**config.mk**
```make
export PLATFORM = sky130hd
export DESIGN_NAME = fifo_ring
export DESIGN_NICKNAME = d
export VERILOG_FILES = /design/src/rtl/fifo_ring.sv
export SDC_FILE = /design/constraint.sdc
export NUM_CORES = 1
export LEC_CHECK = 0
export ABC_AREA = 0
export CAP_MARGIN = 20
export CORE_MARGIN = 2
export CORE_UTILIZATION = 52
export DETAILED_ROUTE_END_ITERATION = 10
export MAX_ROUTING_LAYER = met4
export PLACE_DENSITY = 0.77
export SYNTH_ARGS = -nofsm -noshare
export SYNTH_HDL_FRONTEND = slang
export SYNTH_SLANG_ARGS = --single-unit
```
**constraint.sdc**
```tcl
create_clock -name clk -period 2.2 [get_ports clk]
set_input_delay 0.33 -clock clk [delete_from_list [all_inputs] [get_ports clk]]
set_output_delay 0.33 -clock clk [all_outputs]
set_load 0.02 [all_outputs]
```
**src/rtl/fifo_ring.sv**
```systemverilog
// rtl/fifo_ring.sv - ring-buffer FIFO with first-word fall-through head, random-access peek and sticky overflow
//
// Purpose:
//   DEPTH = 2**ADDR_WIDTH entry circular queue of signed DATA_WIDTH values.
//   The head entry is presented combinationally on value_out, and any
//   occupied entry can be inspected through peek_out by its offset from the head.
//
// Ports:
//   clk         sole clock, all state changes on the rising edge
//   rst         synchronous active-high reset; clears pointers, count, overflow and storage
//   flush       synchronous empty command; clears pointers, count, overflow (storage kept)
//   in_valid    producer offers value_in
//   in_ready    a push can be accepted (not full)
//   value_in    push data
//   out_valid   head entry present on value_out (not empty)
//   out_ready   consumer takes the head entry
//   value_out   head entry, 0 when empty
//   reg_select  peek offset from the head (0 = oldest)
//   peek_out    entry at head+reg_select, 0 when not occupied
//   peek_valid  reg_select addresses an occupied entry
//   count       occupancy, 0..DEPTH
//   full        count == DEPTH
//   empty       count == 0
//   overflow    sticky flag: a push was offered while full

module fifo_ring #(
  parameter int ADDR_WIDTH = 3,
  parameter int DATA_WIDTH = 8
) (
  input  logic                         clk,
  input  logic                         rst,
  input  logic                         flush,
  input  logic                         in_valid,
  output logic                         in_ready,
  input  logic signed [DATA_WIDTH-1:0] value_in,
  output logic                         out_valid,
  input  logic                         out_ready,
  output logic signed [DATA_WIDTH-1:0] value_out,
  input  logic        [ADDR_WIDTH-1:0] reg_select,
  output logic signed [DATA_WIDTH-1:0] peek_out,
  output logic                         peek_valid,
  output logic        [ADDR_WIDTH:0]   count,
  output logic                         full,
  output logic                         empty,
  output logic                         overflow
);

  localparam int DEPTH = 1 << ADDR_WIDTH;

  // Occupancy value meaning "every slot holds data".
  localparam logic [ADDR_WIDTH:0]   FULL_COUNT = {1'b1, {ADDR_WIDTH{1'b0}}};
  localparam logic [ADDR_WIDTH:0]   CNT_ONE    = {{ADDR_WIDTH{1'b0}}, 1'b1};
  localparam logic [ADDR_WIDTH-1:0] PTR_ONE    = {{(ADDR_WIDTH-1){1'b0}}, 1'b1};

  logic signed [DATA_WIDTH-1:0] mem [DEPTH];
  logic        [ADDR_WIDTH-1:0] wr_ptr;
  logic        [ADDR_WIDTH-1:0] rd_ptr;
  logic        [ADDR_WIDTH-1:0] peek_addr;

  logic push;
  logic pop;
  logic drop;

  // Status is decoded only from the registered count, so in_ready never
  // depends combinationally on out_ready: a pop in the same cycle as a push
  // at full does not make room for that push.
  assign full      = (count == FULL_COUNT);
  assign empty     = (count == '0);
  assign in_ready  = !full;
  assign out_valid = !empty;

  assign push = in_valid && in_ready;
  assign pop  = out_valid && out_ready;
  assign drop = in_valid && full;

  // Pointer arithmetic is ADDR_WIDTH bits wide, so the wrap modulo DEPTH is
  // the natural carry-out truncation.
  assign peek_addr  = rd_ptr + reg_select;
  assign peek_valid = ({1'b0, reg_select} < count);

  assign value_out = out_valid  ? mem[rd_ptr]    : '0;
  assign peek_out  = peek_valid ? mem[peek_addr] : '0;

  always_ff @(posedge clk) begin
    if (rst) begin
      for (int i = 0; i < DEPTH; i++) begin
        mem[i] <= '0;
      end
      wr_ptr   <= '0;
      rd_ptr   <= '0;
      count    <= '0;
      overflow <= 1'b0;
    end else if (flush) begin
      // Any same-cycle push or pop is discarded; storage is left as is.
      wr_ptr   <= '0;
      rd_ptr   <= '0;
      count    <= '0;
      overflow <= 1'b0;
    end else begin
      if (push) begin
        mem[wr_ptr] <= value_in;
        wr_ptr      <= wr_ptr + PTR_ONE;
      end
      if (pop) begin
        rd_ptr <= rd_ptr + PTR_ONE;
      end
      // push only when not full and pop only when not empty, so count
      // stays within 0..DEPTH without explicit saturation.
      case ({push, pop})
        2'b10:   count <= count + CNT_ONE;
        2'b01:   count <= count - CNT_ONE;
        default: count <= count;
      endcase
      if (drop) begin
        overflow <= 1'b1;
      end
    end
  end

endmodule

```
==> results of run 1 <==
## cells by family (layout without fill, tap and decap cells)
kind of cell	count (synthesis)	in the layout	synth area share, %
AOI/OAI and AO/OA	22	22	2.89
xor gates and xnor gates	9	9	2.02
adders and majority gates	9	9	2.81
buffers and inverters	22	118	2.48
DFF	78	78	51.4
muxes	49	49	20.8
and+or+nand+nor	119	119	17.6
## where the power goes
part	internal, mW	leakage (nW)	total (mW)	switching (mW)
Combinational	0.269	1.23	0.523	0.254
Sequential	1.64	0.778	1.67	0.0311
Clock	0.533	0.0973	1.08	0.543
## state kept, by name, indices dropped and copies added, names as in the netlist, named ones only
signal and cells:
mem 64, count 4, rd_ptr 3, wr_ptr 3, overflow 1
## worst paths after layout
check,startpoint,cells past startpoint,slack (ps),endpoint
worst max-delay path,rd_ptr[0],8,-470,peek_out[2]
worst min-delay path,overflow,2,480,overflow
worst max register to register,count[1],10,-70,count[2]
worst min register to register,overflow,2,480,overflow
## metal layers
| layer | vias up | wire [um] | GRT usage, % |
|---|---|---|---|
| met5 | - | 0 | - |
| met4 | 0 | 144 | 7.37 |
| met3 | 12 | 586 | 3.91 |
| met2 | 67 | 5100 | 39.8 |
| met1 | 1478 | 4260 | 33.2 |
| li1 | 1323 | - | - |
## critical path, cell delays in order (launching register included)
cell and delay [ps]:
sky130_fd_sc_hd__dfxtp_2 360, sky130_fd_sc_hd__ha_4 120, sky130_fd_sc_hd__inv_2 30, sky130_fd_sc_hd__fa_2 580
sky130_fd_sc_hd__buf_12 150, sky130_fd_sc_hd__mux4_2 350, sky130_fd_sc_hd__mux2i_1 190, sky130_fd_sc_hd__a21oi_2 40
sky130_fd_sc_hd__buf_2 160
## metrics by stage
stage	total power [mW]	instance area [um2]	TNS (ps)	cells
6_report	3.27	5570	-3700	509
5_1_grt	3.37	5570	-4750	509
4_1_cts	3.26	5490	-4970	503
3_5_place_dp	2.19	5190	-9690	477
3_3_place_gp	2.18	5190	-8950	477
2_1_floorplan	1.98	4380	-255	308
## final cells by class
| cell class | count | area share [%] |
|---|---|---|
| Sequential cell | 78 | 39.7 |
| Multi-Input combinational cell | 208 | 37.5 |
| Timing Repair Buffer | 94 | 16.3 |
| Tap cell | 105 | 2.36 |
| Clock buffer | 10 | 2.29 |
| Clock inverter | 6 | 1.24 |
| Inverter | 8 | 0.629 |
## cells in the mapped netlist, types with 2 or more instances
| library cell | count |
|---|---|
| sky130_fd_sc_hd__a21o_1 | 4 |
| sky130_fd_sc_hd__a21oi_1 | 15 |
| sky130_fd_sc_hd__and2_1 | 64 |
| sky130_fd_sc_hd__buf_1 | 3 |
| sky130_fd_sc_hd__buf_2 | 4 |
| sky130_fd_sc_hd__buf_6 | 2 |
| sky130_fd_sc_hd__clkbuf_1 | 4 |
| sky130_fd_sc_hd__clkinv_1 | 2 |
| sky130_fd_sc_hd__dfxtp_1 | 14 |
| sky130_fd_sc_hd__edfxtp_1 | 64 |
| sky130_fd_sc_hd__ha_1 | 8 |
| sky130_fd_sc_hd__inv_1 | 6 |
| sky130_fd_sc_hd__mux2i_1 | 17 |
| sky130_fd_sc_hd__mux4_2 | 32 |
| sky130_fd_sc_hd__nand2_1 | 2 |
| sky130_fd_sc_hd__nand3_1 | 6 |
| sky130_fd_sc_hd__nand3b_1 | 3 |
| sky130_fd_sc_hd__nor2_1 | 18 |
| sky130_fd_sc_hd__nor2_2 | 4 |
| sky130_fd_sc_hd__nor3_2 | 3 |
| sky130_fd_sc_hd__o21ai_0 | 2 |
| sky130_fd_sc_hd__or2_1 | 8 |
| sky130_fd_sc_hd__or3_1 | 2 |
| sky130_fd_sc_hd__xor2_1 | 7 |
## repair_timing
action	CTS	global route
cloned	1	0
buffers inserted	9	8
resized for setup	98	22
pin swaps	6	8
hold endpoints to repair	0	0
endpoints found under the setup margin	23	17
==> summary.md, run 1 <==
| Metric | Value |
|---|---|
| Run status | complete, but fails checks |
| Violations in the final reports | negative setup slack |
| Worst slew margin relative to its limit | 67.3% |
| Port-buffer cells | 41 |
| Number of cell rows | 33 |
| Starting Density | 52.9% |
| Pin count of the biggest net entering global routing | 17 |
| Post-synthesis to final-layout area growth | 30.1% |
| Number of clock sinks | 78 |
| Fmax | 375 MHz |
| Most area-consuming cells after synthesis | sky130_fd_sc_hd__edfxtp_1 45%, sky130_fd_sc_hd__mux4_2 17%, sky130_fd_sc_hd__and2_1 9.4% |
| FF+latch count, synth | 78 |
| Peak ir drop on the vdd network | 342 uV |
| Vias/cell | 5.66 |
| Die width | 94.7 um |
| Share of post-route cells with drive strength above 1 | 39.9% |
| Worst hold-check path type | flip-flop to flip-flop |
| Vertical extent of the die | 94.7 um |
| Total leakage power | 2.11 nW |
| Data required time at the worst endpoint | 1870 ps |
| All-Layer GR Usage | 24.9% |
| Area leader, netlist | sky130_fd_sc_hd__edfxtp_1 |
| Residual DRC | 0 |
| Pwr Density | 587 mW/mm2 |
| I/O pin count | 42 |
| Final Max Slew Viols | 0 |
| CTS root buffer | sky130_fd_sc_hd__clkbuf_8 |
| Maximum clock skew at final layout | 13.5 ps |
| Count of unique library cells instantiated by Yosys | 38 |
| Hold-fix buffer count after cts | 0 |
| Count of max-cap constraint violations | 0 |
| Number of antenna violations at the first check in global routing | 0 |
| Iteration count of the initial detailed-routing pass | 5 |
| Crit path setup slack, layout | -465 ps |
| Area used by sequential logic in the layout | 0.00221 mm2 |
| Routed length per instance | 19.8 um |
| Final estimated routing congestion in global placement | 0.778 |
| Clock buffers created by TritonCTS | 9 |
| Cells after Synth | 308 |
| Final min period | 2670 ps |
| Worst setup slack after placement | -1090 ps |
| Number of nets in the synthesized netlist | 333 |
| Post-Synthesis Mean Instance Area | 13.9 um2 |
| Final period util | 121% |
| Clock tree from TritonCTS | built |
| Kind of end point of the critical path | output pin |
| Final net count | 424 |
| Worst setup path class | flip-flop to output pin |
| CTS H-Tree Depth | 3 |
| Area of the multi-input gates | 0.00209 mm2 |
| Number of violations reported at the end of detailed-routing iteration 0 | 216 |
| Via count | 2,880 |
| Area of the mapped netlist | 0.00428 mm2 |
| Post-synth EDFFs | 64 |
| Floorplan core area | 0.00809 mm2 |
| Asr flop ratio synth | 0% |
| Setup repair after global routing missed its margin | yes |
| Finish-stage setup viols | 15 |
| Final Hold Vio Count | 0 |
| Global-route congestion overflow total | 0 |
| Arrival time of the worst setup path | 2340 ps |
| Count of nets left with antenna violations after detail routing | 0 |
| Final core occ | 68.8% |
| Synth Warn # | 0 |
| Total wirelength of the detailed-routed design | 10,100 um |
| Most frequent cells in the layout | 64 x sky130_fd_sc_hd__and2_1, 64 x sky130_fd_sc_hd__edfxtp_1, 41 x sky130_fd_sc_hd__buf_4 |
| Fraction of synthesized cell area taken by the top area cell type | 44.9% |
| Fill cell count | 588 |
| Maximum fanout along the worst path | 8 |
| CTS clock-pin slew for the worst setup and hold paths | 90 ps |
| Die Area | 0.00898 mm2 |
| Maximum number of buffers from clock root to sink | 2 |
| Half-perimeter wire length after placement | 7020 um |
| Number of global-route vias before repair | 2,845 |
| Ant. Diodes | 0 |
| Most used DFF post-synth | sky130_fd_sc_hd__edfxtp_1 |
| Worst hold slack across all endpoints | 476 ps |
| Element type at the critical path start | flip-flop |
| Slew @ Worst Pin | 490 ps |
| Global-route wire length before repair | 15,700 um |
| Sequential-to-total area share from yosys stat | 51.4% |
| Clock insertion delay at the later pin of the skew report | 350 ps |
Power figures use the tool's default switching activity.
==> run 2, diff against run 1 <==
--- a/config.mk
+++ b/config.mk
@@ -12,6 +12,7 @@
 export DETAILED_ROUTE_END_ITERATION = 10
 export MAX_ROUTING_LAYER = met4
 export PLACE_DENSITY = 0.77
+export SLEW_MARGIN = 0
 export SYNTH_ARGS = -nofsm -noshare
 export SYNTH_HDL_FRONTEND = slang
 export SYNTH_SLANG_ARGS = --single-unit
==> results of run 2 <==
No change in the layout: final DEF, timing and power equal those of run 1.
==> run 3, diff against run 2 <==
--- a/config.mk
+++ b/config.mk
@@ -10,8 +10,9 @@
 export CORE_MARGIN = 2
 export CORE_UTILIZATION = 52
 export DETAILED_ROUTE_END_ITERATION = 10
+export GPL_TIMING_DRIVEN = 0
 export MAX_ROUTING_LAYER = met4
-export PLACE_DENSITY = 0.77
+export PLACE_DENSITY = 0.87
 export SLEW_MARGIN = 0
 export SYNTH_ARGS = -nofsm -noshare
 export SYNTH_HDL_FRONTEND = slang
==> run 3 against run 2 <==
  * Wire length rose by 0.86%
  * Critical path depth rose by 2
  * Core utilization fell by 1.3 points
  * First-iteration DRC count rose by 77%
  * Sequential power barely moved
  * Combinational power rose by 2%
  * Clock skew fell by 4.4 ps
  * Sequential share of layout area rose by 0.91 points
  * The run still ends with negative setup slack left
==> summary.md, run 3 (synthesized netlist as in run 1, its figures left out) <==
| Metric | Value |
|---|---|
| Share of post-route cells with drive strength above 1 | 39.0% (was 39.9%) |
| Number of violations reported at the end of detailed-routing iteration 0 | 383 (was 216) |
| Number of antenna violations at the first check in global routing | 0 (unchanged) |
| Violations in the final reports | negative setup slack (unchanged) |
| Iteration count of the initial detailed-routing pass | 5 (unchanged) |
| Hold depth | 2 (unchanged) |
| Final std cell area, no fill | 0.00547 mm2 (was 0.00557 mm2) |
| Final min period | 2770 ps (was 2670 ps) |
| Port-buffer cells | 41 (unchanged) |
| Reg-to-reg critical path startpoint | count[3] (was count[1]) |
| Number of buffer and inverter instances along the worst setup path | 5 (was 3) |
| Arrival time of the worst setup path | 2440 ps (was 2340 ps) |
| Fmax | 360 MHz (was 375 MHz) |
| Hold Path Sink | overflow (unchanged) |
| Capturing point of the worst reg2reg path | count[2] (unchanged) |
| Die Area | 0.00898 mm2 (unchanged) |
| Kind of end point of the critical path | output pin (unchanged) |
| Pin count of the biggest net entering global routing | 14 (was 17) |
| Total leakage power | 2.02 nW (was 2.11 nW) |
| Vertical extent of the die | 94.7 um (unchanged) |
| Half-perimeter wire length after placement | 6730 um (was 7020 um) |
| Final Hold Vio Count | 0 (unchanged) |
| Cell internal power dissipation | 2.43 mW (was 2.44 mW) |
| Met3 wire length | 712 um (was 586 um) |
| Data required time at the worst endpoint | 1870 ps (about the same) |
| Depth of the worst register-to-register path | 10 (unchanged) |
| Global-route wire length before repair | 15,600 um (was 15,700 um) |
| Number of cell rows | 33 (unchanged) |
| Global-route congestion overflow total | 0 (unchanged) |
| Setup total negative slack | -4890 ps (was -3700 ps) |
| Setup repair after global routing missed its margin | yes (unchanged) |
| Cell area after placement | 0.00492 mm2 (was 0.00519 mm2) |
| Delay-heaviest family, CP | adder cells (unchanged) |
| Largest regs | mem (64), count (4) (unchanged) |
| Count of nets left with antenna violations after detail routing | 0 (unchanged) |
| Clock buffers created by TritonCTS | 9 (unchanged) |
| Residual DRC | 0 (unchanged) |
| Clock power share | 31.8% (was 32.9%) |
| Cell breakdown of the critical path | ha_4, inv_2, fa_1, buf_6, buf_12, buf_8, mux4_2, mux2i_1, a21oi_2, buf_6 (was ha_4, inv_2, fa_2, buf_12, mux4_2, mux2i_1, a21oi_2, buf_2) |
| Maximum fanout along the worst path | 5 (was 8) |
| Worst hold path startpoint | overflow (unchanged) |
| Ant. Diodes | 0 (unchanged) |
| Peak ir drop on the vdd network | 271 uV (was 342 uV) |
| Via count | 2,909 (was 2,880) |
| Cell with the largest stage delay on the worst path | sky130_fd_sc_hd__fa_1 (was sky130_fd_sc_hd__fa_2) |
| Power Total | 3.23 mW (was 3.27 mW) |
| Run status | complete, but fails checks (unchanged) |
| Crit path setup slack, layout | -575 ps (was -465 ps) |
| I/O pin count | 42 (unchanged) |
| Clock tree from TritonCTS | built (unchanged) |
| Max FFs per register | 64 (unchanged) |
| Number of global-route vias before repair | 2,935 (was 2,845) |
| Combinational cell fraction of total power | 16.4% (was 16.0%) |
| CTS clock-pin slew for the worst setup and hold paths | 70 ps (was 90 ps) |
| Maximum clock skew at final layout | 9.12 ps (was 13.5 ps) |
| Fraction of power spent switching nets | 24.8% (was 25.3%) |
| Final estimated routing congestion in global placement | 0.807 (was 0.778) |
| Count of max-cap constraint violations | 0 (unchanged) |
| Total wirelength of the detailed-routed design | 10,200 um (was 10,100 um) |
| Slew @ Worst Pin | 714 ps (was 490 ps) |
| Post-synthesis to final-layout area growth | 27.7% (was 30.1%) |
| Finish-stage setup viols | 14 (was 15) |
| Die width | 94.7 um (unchanged) |
| Worst hold-check path type | flip-flop to flip-flop (unchanged) |
| Final net count | 408 (was 424) |
| Clock insertion delay at the later pin of the skew report | 350 ps (about the same) |
| Starting Density | 52.9% (unchanged) |
| Most flops, register | mem (unchanged) |
| CTS H-Tree Depth | 3 (unchanged) |
| Reported net switching power | 0.803 mW (was 0.828 mW) |
| Fraction of power consumed by sequential logic | 51.8% (was 51.2%) |
| Final period util | 126% (was 121%) |
| Final Max Slew Viols | 0 (unchanged) |
| CTS root buffer | sky130_fd_sc_hd__clkbuf_8 (unchanged) |
| Most frequent cells in the layout | 64 x sky130_fd_sc_hd__and2_1, 64 x sky130_fd_sc_hd__edfxtp_1, 32 x sky130_fd_sc_hd__mux4_2 (was 64 x sky130_fd_sc_hd__and2_1, 64 x sky130_fd_sc_hd__edfxtp_1, 41 x sky130_fd_sc_hd__buf_4) |
| Element type at the critical path start | flip-flop (unchanged) |
| Maximum number of buffers from clock root to sink | 2 (unchanged) |
| Routed length per instance | 20.7 um (was 19.8 um) |
| Total routed wire length on the met1 layer | 3960 um (was 4260 um) |
| Worst hold slack across all endpoints | 482 ps (was 476 ps) |
| Worst setup path class | flip-flop to output pin (unchanged) |
| Wire length on met2 | 5340 um (was 5100 um) |
| Delay contributed by the slowest stage of the critical path | 510 ps (was 580 ps) |
| Cell mode on critical path | sky130_fd_sc_hd__buf_6 |
| Vias/cell | 5.91 (was 5.66) |
| All-Layer GR Usage | 24.5% (was 24.9%) |
| Final core occ | 67.6% (was 68.8%) |
| Uppermost layer routed | met4 (unchanged) |
| Pwr Density | 591 mW/mm2 (was 587 mW/mm2) |
| FF-to-FF setup slack | -230 ps (was -70 ps) |
| Number of clock sinks | 78 (unchanged) |
| Floorplan core area | 0.00809 mm2 (unchanged) |
| Worst slew margin relative to its limit | 52.4% (was 67.3%) |
run 3: worst reg2reg max path: cells and delay by family (launching register included):
family                   cells  cell delay [ps]
buffers and inverters        1              140
AO/OA/AOI/OAI                2              170
flip-flops                   1              370
XOR/XNOR                     2              310
AND/OR/NAND/NOR              3             1000
adder cells (fa/ha/maj)      2              370
run 3: how the worst max path moves through the flow:
stage,from,endpoint,slack (ps),cells after the start
after floorplan,count[1],count[2],-160,11
after CTS,rd_ptr[0],peek_out[4],-560,10
after global placement,reg_select[0],peek_out[0],-1200,10
after detailed placement,reg_select[0],peek_out[4],-1230,10
after global routing,rd_ptr[0],peek_out[3],-630,10
final,rd_ptr[0],peek_out[3],-570,10
run 3: what timing repair did:
item / 4_1_cts / 5_1_grt
gates resized for setup: 116 / 32
endpoints found under the setup margin: 39 / 69
setup buffers: 18 / 8
pin swaps: 6 / 3
hold buffers: 0 / 0
gates cloned: 2 / 0
run 3: power groups by stage:
stage,logic [mW],clock network (mW),registers [mW]
floorplan,0.279,0,1.70
global placement,0.425,0,1.70
detailed placement,0.437,0,1.71
CTS,0.492,1.02,1.67
global route,0.562,1.09,1.68
finish,0.531,1.03,1.67
run 3: final cells by class:
class / count / area, um2
Inverter: 8 / 35.0
Buffer: 9 / 98.8
Timing Repair Buffer: 69 / 669
Tap cell: 105 / 131
Clock inverter: 6 / 63.8
Multi-Input combinational cell: 208 / 2120
Clock buffer: 9 / 124
Sequential cell: 78 / 2220
Fill cell: 536 / 2630
run 3: metrics by stage:
stage	cells	setup slack [ps]
after floorplan	308	-159
after global placement	454	-1200
after detailed placement	454	-1230
after CTS	484	-562
after global routing	492	-629
final	492	-575
run 3: layer usage:
metal | global-route usage (%) | vias up
met5 | - | -
met4 | 7.49 | 0
met3 | 3.67 | 15
met2 | 41.9 | 129
met1 | 30.2 | 1464
li1 | - | 1301
